$ cat src/rtl/fpga_mul35_pipe.sv
// ============================================================================
// Module   : fpga_mul35_pipe
// Purpose  : Six-stage 35x35 unsigned multiplier built from four DSP-sized
//            partial products (18-bit low / 17-bit high operand halves).
// Revision : 1.0 - initial release
// ============================================================================
`default_nettype none

module fpga_mul35_pipe #(
    parameter int A_W   = 35,
    parameter int B_W   = 35,
    parameter int SPLIT = 18,
    parameter int P_W   = 70
) (
    input  logic           clk,
    input  logic           reset,
    input  logic [A_W-1:0] MUL_aa_a0,
    input  logic [B_W-1:0] MUL_bb_a0,
    output logic [P_W-1:0] MUL_mm_a6
);

    localparam int c_AHI_W = A_W - SPLIT;
    localparam int c_BHI_W = B_W - SPLIT;
    localparam int c_LL_W  = 2 * SPLIT;
    localparam int c_LH_W  = SPLIT + c_BHI_W;
    localparam int c_HL_W  = c_AHI_W + SPLIT;
    localparam int c_HH_W  = c_AHI_W + c_BHI_W;
    localparam int c_CR_W  = ((c_LH_W > c_HL_W) ? c_LH_W : c_HL_W) + 1;
    localparam int c_LO_W  = c_CR_W + SPLIT + 1;

    // Stage registers, named after the stage that owns them
    logic [A_W-1:0]     r_a1_a;
    logic [B_W-1:0]     r_a1_b;
    logic [c_LL_W-1:0]  r_a2_ll;
    logic [c_LH_W-1:0]  r_a2_lh;
    logic [c_HL_W-1:0]  r_a2_hl;
    logic [c_HH_W-1:0]  r_a2_hh;
    logic [c_LL_W-1:0]  r_a3_ll;
    logic [c_CR_W-1:0]  r_a3_cross;
    logic [c_HH_W-1:0]  r_a3_hh;
    logic [c_LO_W-1:0]  r_a4_low;
    logic [c_HH_W-1:0]  r_a4_hh;
    logic [P_W-1:0]     r_a5_full;
    logic [P_W-1:0]     r_a6_out;

    logic [SPLIT-1:0]   w_a_lo;
    logic [c_AHI_W-1:0] w_a_hi;
    logic [SPLIT-1:0]   w_b_lo;
    logic [c_BHI_W-1:0] w_b_hi;
    logic [c_LL_W-1:0]  w_pp_ll;
    logic [c_LH_W-1:0]  w_pp_lh;
    logic [c_HL_W-1:0]  w_pp_hl;
    logic [c_HH_W-1:0]  w_pp_hh;
    logic [c_CR_W-1:0]  w_cross;
    logic [c_LO_W-1:0]  w_low;
    logic [P_W-1:0]     w_full;

    assign w_a_lo = r_a1_a[SPLIT-1:0];
    assign w_a_hi = r_a1_a[A_W-1:SPLIT];
    assign w_b_lo = r_a1_b[SPLIT-1:0];
    assign w_b_hi = r_a1_b[B_W-1:SPLIT];

    // Operands widened to the product width so no partial product truncates
    assign w_pp_ll = c_LL_W'(w_a_lo) * c_LL_W'(w_b_lo);
    assign w_pp_lh = c_LH_W'(w_a_lo) * c_LH_W'(w_b_hi);
    assign w_pp_hl = c_HL_W'(w_a_hi) * c_HL_W'(w_b_lo);
    assign w_pp_hh = c_HH_W'(w_a_hi) * c_HH_W'(w_b_hi);

    assign w_cross = c_CR_W'(r_a2_lh) + c_CR_W'(r_a2_hl);
    assign w_low   = c_LO_W'(r_a3_ll) + (c_LO_W'(r_a3_cross) << SPLIT);
    assign w_full  = P_W'(r_a4_low) + (P_W'(r_a4_hh) << (2 * SPLIT));

    always_ff @(posedge clk or posedge reset) begin
        if (reset) begin
            r_a1_a     <= '0;
            r_a1_b     <= '0;
            r_a2_ll    <= '0;
            r_a2_lh    <= '0;
            r_a2_hl    <= '0;
            r_a2_hh    <= '0;
            r_a3_ll    <= '0;
            r_a3_cross <= '0;
            r_a3_hh    <= '0;
            r_a4_low   <= '0;
            r_a4_hh    <= '0;
            r_a5_full  <= '0;
            r_a6_out   <= '0;
        end else begin
            r_a1_a     <= MUL_aa_a0;
            r_a1_b     <= MUL_bb_a0;
            r_a2_ll    <= w_pp_ll;
            r_a2_lh    <= w_pp_lh;
            r_a2_hl    <= w_pp_hl;
            r_a2_hh    <= w_pp_hh;
            r_a3_ll    <= r_a2_ll;
            r_a3_cross <= w_cross;
            r_a3_hh    <= r_a2_hh;
            r_a4_low   <= w_low;
            r_a4_hh    <= r_a3_hh;
            r_a5_full  <= w_full;
            r_a6_out   <= r_a5_full;
        end
    end

    assign MUL_mm_a6 = r_a6_out;

endmodule

`default_nettype wire

$ cat config.mk
export PLATFORM = sky130hd
export DESIGN_NAME = fpga_mul35_pipe
export DESIGN_NICKNAME = d
export VERILOG_FILES = /design/src/rtl/fpga_mul35_pipe.sv
export SDC_FILE = /design/constraint.sdc
export NUM_CORES = 2
export LEC_CHECK = 0
export CAP_MARGIN = 20
export CORE_MARGIN = 2
export CORE_UTILIZATION = 55
export CTS_CLUSTER_DIAMETER = 80
export DETAILED_ROUTE_END_ITERATION = 10
export HOLD_SLACK_MARGIN = 0.06
export PLACE_DENSITY = 0.84
export SLEW_MARGIN = 20
export SYNTH_ARGS = -nofsm -noshare
export SYNTH_HDL_FRONTEND = slang
export SYNTH_SLANG_ARGS = --single-unit
$ cat constraint.sdc
create_clock -name clk -period 20.7 [get_ports clk]
set_clock_uncertainty 0.2 [all_clocks]
set_input_delay 5.175 -clock clk [delete_from_list [all_inputs] [get_ports clk]]
set_output_delay 5.175 -clock clk [all_outputs]
set_load 0.01 [all_outputs]
# == Word-level counts from Yosys, hierarchy flattened ==
# Index checks and enable logic that the tools add are counted.
# W data, S select, Z words.
# totals
word_cells,20
register_bits,545
rom_bits,0
output_inout_bits,70
latchBits,0
n_memories,0
in_bits,72
ram_bits,0
# classes
reduce_logical,0
magnitude_cmp,0
n_mul,4
muxes,0
add_sub_neg,3
bitwise,0
n_shift,0
n_div,0
n_eq_ne,0
# ops
operator,n
$add A55 B70 Y70,1
$add A36 B54 Y55,1
$add A35 B35 Y36,1
$mul A18 B18 Y36,1
$mul A17 B18 Y35,1
$mul A18 B17 Y35,1
$mul A17 B17 Y34,1

# == Depth between registers and ports, before layout ==
# logic_depth
depth_word,1
depth_mapped,25
depth_no_buf,23

# == Worst setup path after synthesis ==
# Ideal clock, no wire load.
# synth_timing
path_type,register to register
startpoint,register r_a1_a[10]
endpoint,register r_a2_lh[33]
t_arrival_ps,6113
path_stages_with_launch,23
path_slack_ps,14307
required_time_ps,20420
path_cell_list,dfrtp_1 > clkbuf_1 > clkbuf_1 > nand2_1 > fa_1 > fa_1 > fa_1 > fa_1 > inv_1 > fa_1 > inv_1 > fa_1 > inv_1 > ha_1 > o21a_1 > a21o_1 > a221oi_2 > a21oi_2 > o311a_4 > o31ai_4 > o31ai_2 > a21oi_2 > xnor2_1
# synth_between
elab_chain_len,1
# synth_rtl
element,line,source
start: declaration,32,logic [A_W-1:0] r_a1_a;
start signal: assignment,89,r_a1_a <= MUL_aa_a0;
$mul A18 B17 Y35,65,assign w_pp_lh = c_LH_W'(w_a_lo) * c_LH_W'(w_b_hi);
via w_pp_lh[33],51,logic [c_LH_W-1:0] w_pp_lh;
end signal: assignment,92,r_a2_lh <= w_pp_lh;
end: declaration,35,logic [c_LH_W-1:0] r_a2_lh;
# The timed path passes the listed nets, and every way through them passes these cells.

==> impl_metrics.json <==
{
  "status": "complete, no violations",
  "gp_congestion": 0.9037,
  "drc": 0,
  "whs_path_depth": 0,
  "rr_startpoint": "r_a1_a[14]$_DFF_PP0_",
  "syn-instance-count": 5791,
  "ys_types": 70,
  "ioPinCount": 142,
  "holdCritPathClass": "reg -> reg",
  "synth-edff-count": 0,
  "required_ns": 21.15,
  "start_util": 0.5553,
  "grt_max_degree": 152,
  "syn_area_sq_um": 57630,
  "dp_hpwl_mm": 94.89,
  "placedCellCount": 7140,
  "hold_viol": 0,
  "hold_slack_ns": 0.1331,
  "crit_path_max_incr_delay_ns": 0.81,
  "multiInputGateArea_sq_um": 38570,
  "antenna_found_initial": 0,
  "grt_pass1_wl_mm": 220.2,
  "critPathArrivalTime_ns": 8.80,
  "ctsResizeCount": 0,
  "vias": 39850,
  "core-area_sq_um": 103800,
  "htreeDepth": 3,
  "crit_path_start_kind": "input port",
  "cp-end-kind": "async pin",
  "crit_top_cell": "buf_4",
  "fillers": 8056,
  "maxSlewHeadroom": 0.3521,
  "dr.pass1.iters": 6,
  "dieHeight_um": 327.7,
  "max_clock_freq_mhz": 119.7,
  "use_met1": 0.3337,
  "crit_slowest_cell": "buf_4",
  "cts_tree": "yes",
  "fp.dieW_um": 327.7,
  "setup_violations": 0,
  "syn_nets": 7332,
  "grt.busiest_layer": "met2",
  "register_area_sq_um": 13640,
  "layout_commonest_cell": "inv_1",
  "cts_buffer_depth": 3,
  "rr_worst_depth": 19,
  "r2r_end": "r_a2_ll[33]$_DFF_PP0_",
  "ys_ff_latch": 545,
  "drv_cap": 0,
  "final_cell_mix": "1,197 x inv_1, 961 x fa_1, 782 x nand2_1, 540 x dfrtp_1, 532 x and2_1",
  "cts-root-buf": "clkbuf_16",
  "nets": 7369,
  "cts_inserted_buffers": 66,
  "grt_pass1_vias": 43820,
  "finish.cell_count_without_fillers": 7259,
  "hold_buffers": 0,
  "wl_mm": 130.6,
  "cts_sinks": 545,
  "async_flop_share": 1.000,
  "dieArea_sq_um": 107400,
  "critical_path_class": "in -> async",
  "antenna_cells": 0,
  "cts_setup_buffers": 0,
  "grt_usage": 0.2563,
  "overflow": 0,
  "drtIter0Drc": 2724,
  "use_met2": 0.4154,
  "final_max_slew_viol_count": 0,
  "r2r_slack_ns": 13.08,
  "drive_above_1_share": 0.03793,
  "cts.clk_slew.worst_paths_ns": 0.06,
  "postRouteAntennaNets": 0,
  "post-route-period-util": 0.4037,
  "setup.worst_path.end": "r_a2_hh[12]$_DFF_PP0_",
  "syn2layout_area_growth_pct": 8.742,
  "ys.flop_type": "dfrtp_1",
  "rows": 118,
  "met3_usage": 0.04463,
  "rsz0062_at_grt": "no",
  "ys_seq_area_frac": 0.2366,
  "routedWlPerCell_um": 17.99,
  "yosysWarnings": 0,
  "fin_crit_ns": 8.357,
  "path_max_fanout": 121,
  "synth_area_per_cell_sq_um": 9.952,
  "cp-startpoint": "reset",
  "insertion_delay_ns": 0.66,
  "worstMarginPinSlew_ns": 0.9718,
  "drt-vias-per-instance": 5.489,
  "io_buffers": 141,
  "fin_tns_setup_ns": 0,
  "worstPathCellList": "clkdlybuf4s50_1 > inv_8 > buf_4 > buf_4 > buf_4"
}
state kept, by name, summed over array words and instances, names as in the netlist:
name,flops
MUL_mm_a6,70
r_a5_full,70
r_a4_low,55
r_a2_ll,36
r_a3_cross,36
r_a3_ll,36
r_a1_a,35
r_a1_b,35
r_a2_hl,35
r_a2_lh,35
r_a2_hh,34
r_a3_hh,34
r_a4_hh,34
worst max-delay path: cells and delay by family:
kind / cells / cell delay [ns]
buf+inv: 5 / 3.44
logic make-up (layout without fill, tap and decap cells):
kind of cell,count (synthesis),count (layout),synth area share
AND/OR/NAND/NOR,1610,1610,0.1345
multiplexers,2,2,0.0003474
adder cells (fa/ha/maj),1469,1469,0.4441
XOR/XNOR,209,209,0.03176
AO/OA/AOI/OAI,511,511,0.05853
buffers and inverters,1445,1533,0.09413
flip-flops,545,545,0.2366
layer usage:
layer	wire length, um	up-vias
li1	-	17490
met1	50980	20260
met2	62080	1755
met3	10240	340
met4	7313	0
met5	0	-
metrics by stage:
| stage | instance area (sq um) | setup slack, ns | util |
|---|---|---|---|
| 6_report | 62670 | 12.34 | 0.6038 |
| 5_1_grt | 62670 | 11.68 | 0.6038 |
| 4_1_cts | 62670 | 12.16 | 0.6038 |
| 3_5_place_dp | 60430 | 11.50 | 0.5823 |
| 3_3_place_gp | 60430 | 11.63 | 0.5823 |
| 2_1_floorplan | 57630 | 0.08951 | - |
synthesized netlist by cell type (6+ instances only):
cell | number | area, sq um
inv_1 | 1198 | 4497
a21o_1 | 72 | 540.5
o211ai_1 | 12 | 90.09
clkbuf_1 | 246 | 923.4
nand4_1 | 25 | 156.4
a21boi_0 | 8 | 60.06
fa_1 | 961 | 19240
xnor2_1 | 144 | 1261
nand2_1 | 782 | 2935
xor2_1 | 65 | 569.3
o21a_1 | 27 | 202.7
nor3_1 | 28 | 140.1
nand3_1 | 36 | 180.2
o21ai_0 | 96 | 480.5
a21oi_1 | 154 | 770.7
dfrtp_1 | 545 | 13640
a31o_2 | 6 | 52.55
a31oi_1 | 14 | 87.58
or2_2 | 7 | 43.79
a211oi_1 | 21 | 157.7
and3_1 | 21 | 131.4
nor2_1 | 125 | 469.2
o21bai_1 | 24 | 180.2
o31ai_1 | 10 | 75.07
nor2b_1 | 18 | 112.6
or3_1 | 6 | 37.54
nand2b_1 | 20 | 125.1
a211o_1 | 6 | 52.55
and2_1 | 532 | 3328
ha_1 | 508 | 6356
final cells by class:
cell class | instances | area share
Clock buffer | 84 | 0.02855
Clock inverter | 35 | 0.007187
Tap cell | 1380 | 0.02755
Multi-Input combinational cell | 3801 | 0.6154
Timing Repair Buffer | 216 | 0.03170
Inverter | 1198 | 0.07187
Sequential cell | 545 | 0.2177
worst min-delay path by stage:
stage                                         end                    start
after floorplan            MUL_mm_a6[0]$_DFF_PP0_   r_a5_full[0]$_DFF_PP0_
final                        r_a3_hh[8]$_DFF_PP0_     r_a2_hh[8]$_DFF_PP0_
after detailed placement  MUL_mm_a6[23]$_DFF_PP0_  r_a5_full[23]$_DFF_PP0_
after global routing        r_a3_ll[31]$_DFF_PP0_    r_a2_ll[31]$_DFF_PP0_
after global placement       r_a3_hh[1]$_DFF_PP0_     r_a2_hh[1]$_DFF_PP0_
after CTS                   r_a3_ll[31]$_DFF_PP0_    r_a2_ll[31]$_DFF_PP0_
Power is left out: the tool's default activity adds up to more than one toggle a clock period on the data nets, which glitch-free logic cannot reach.
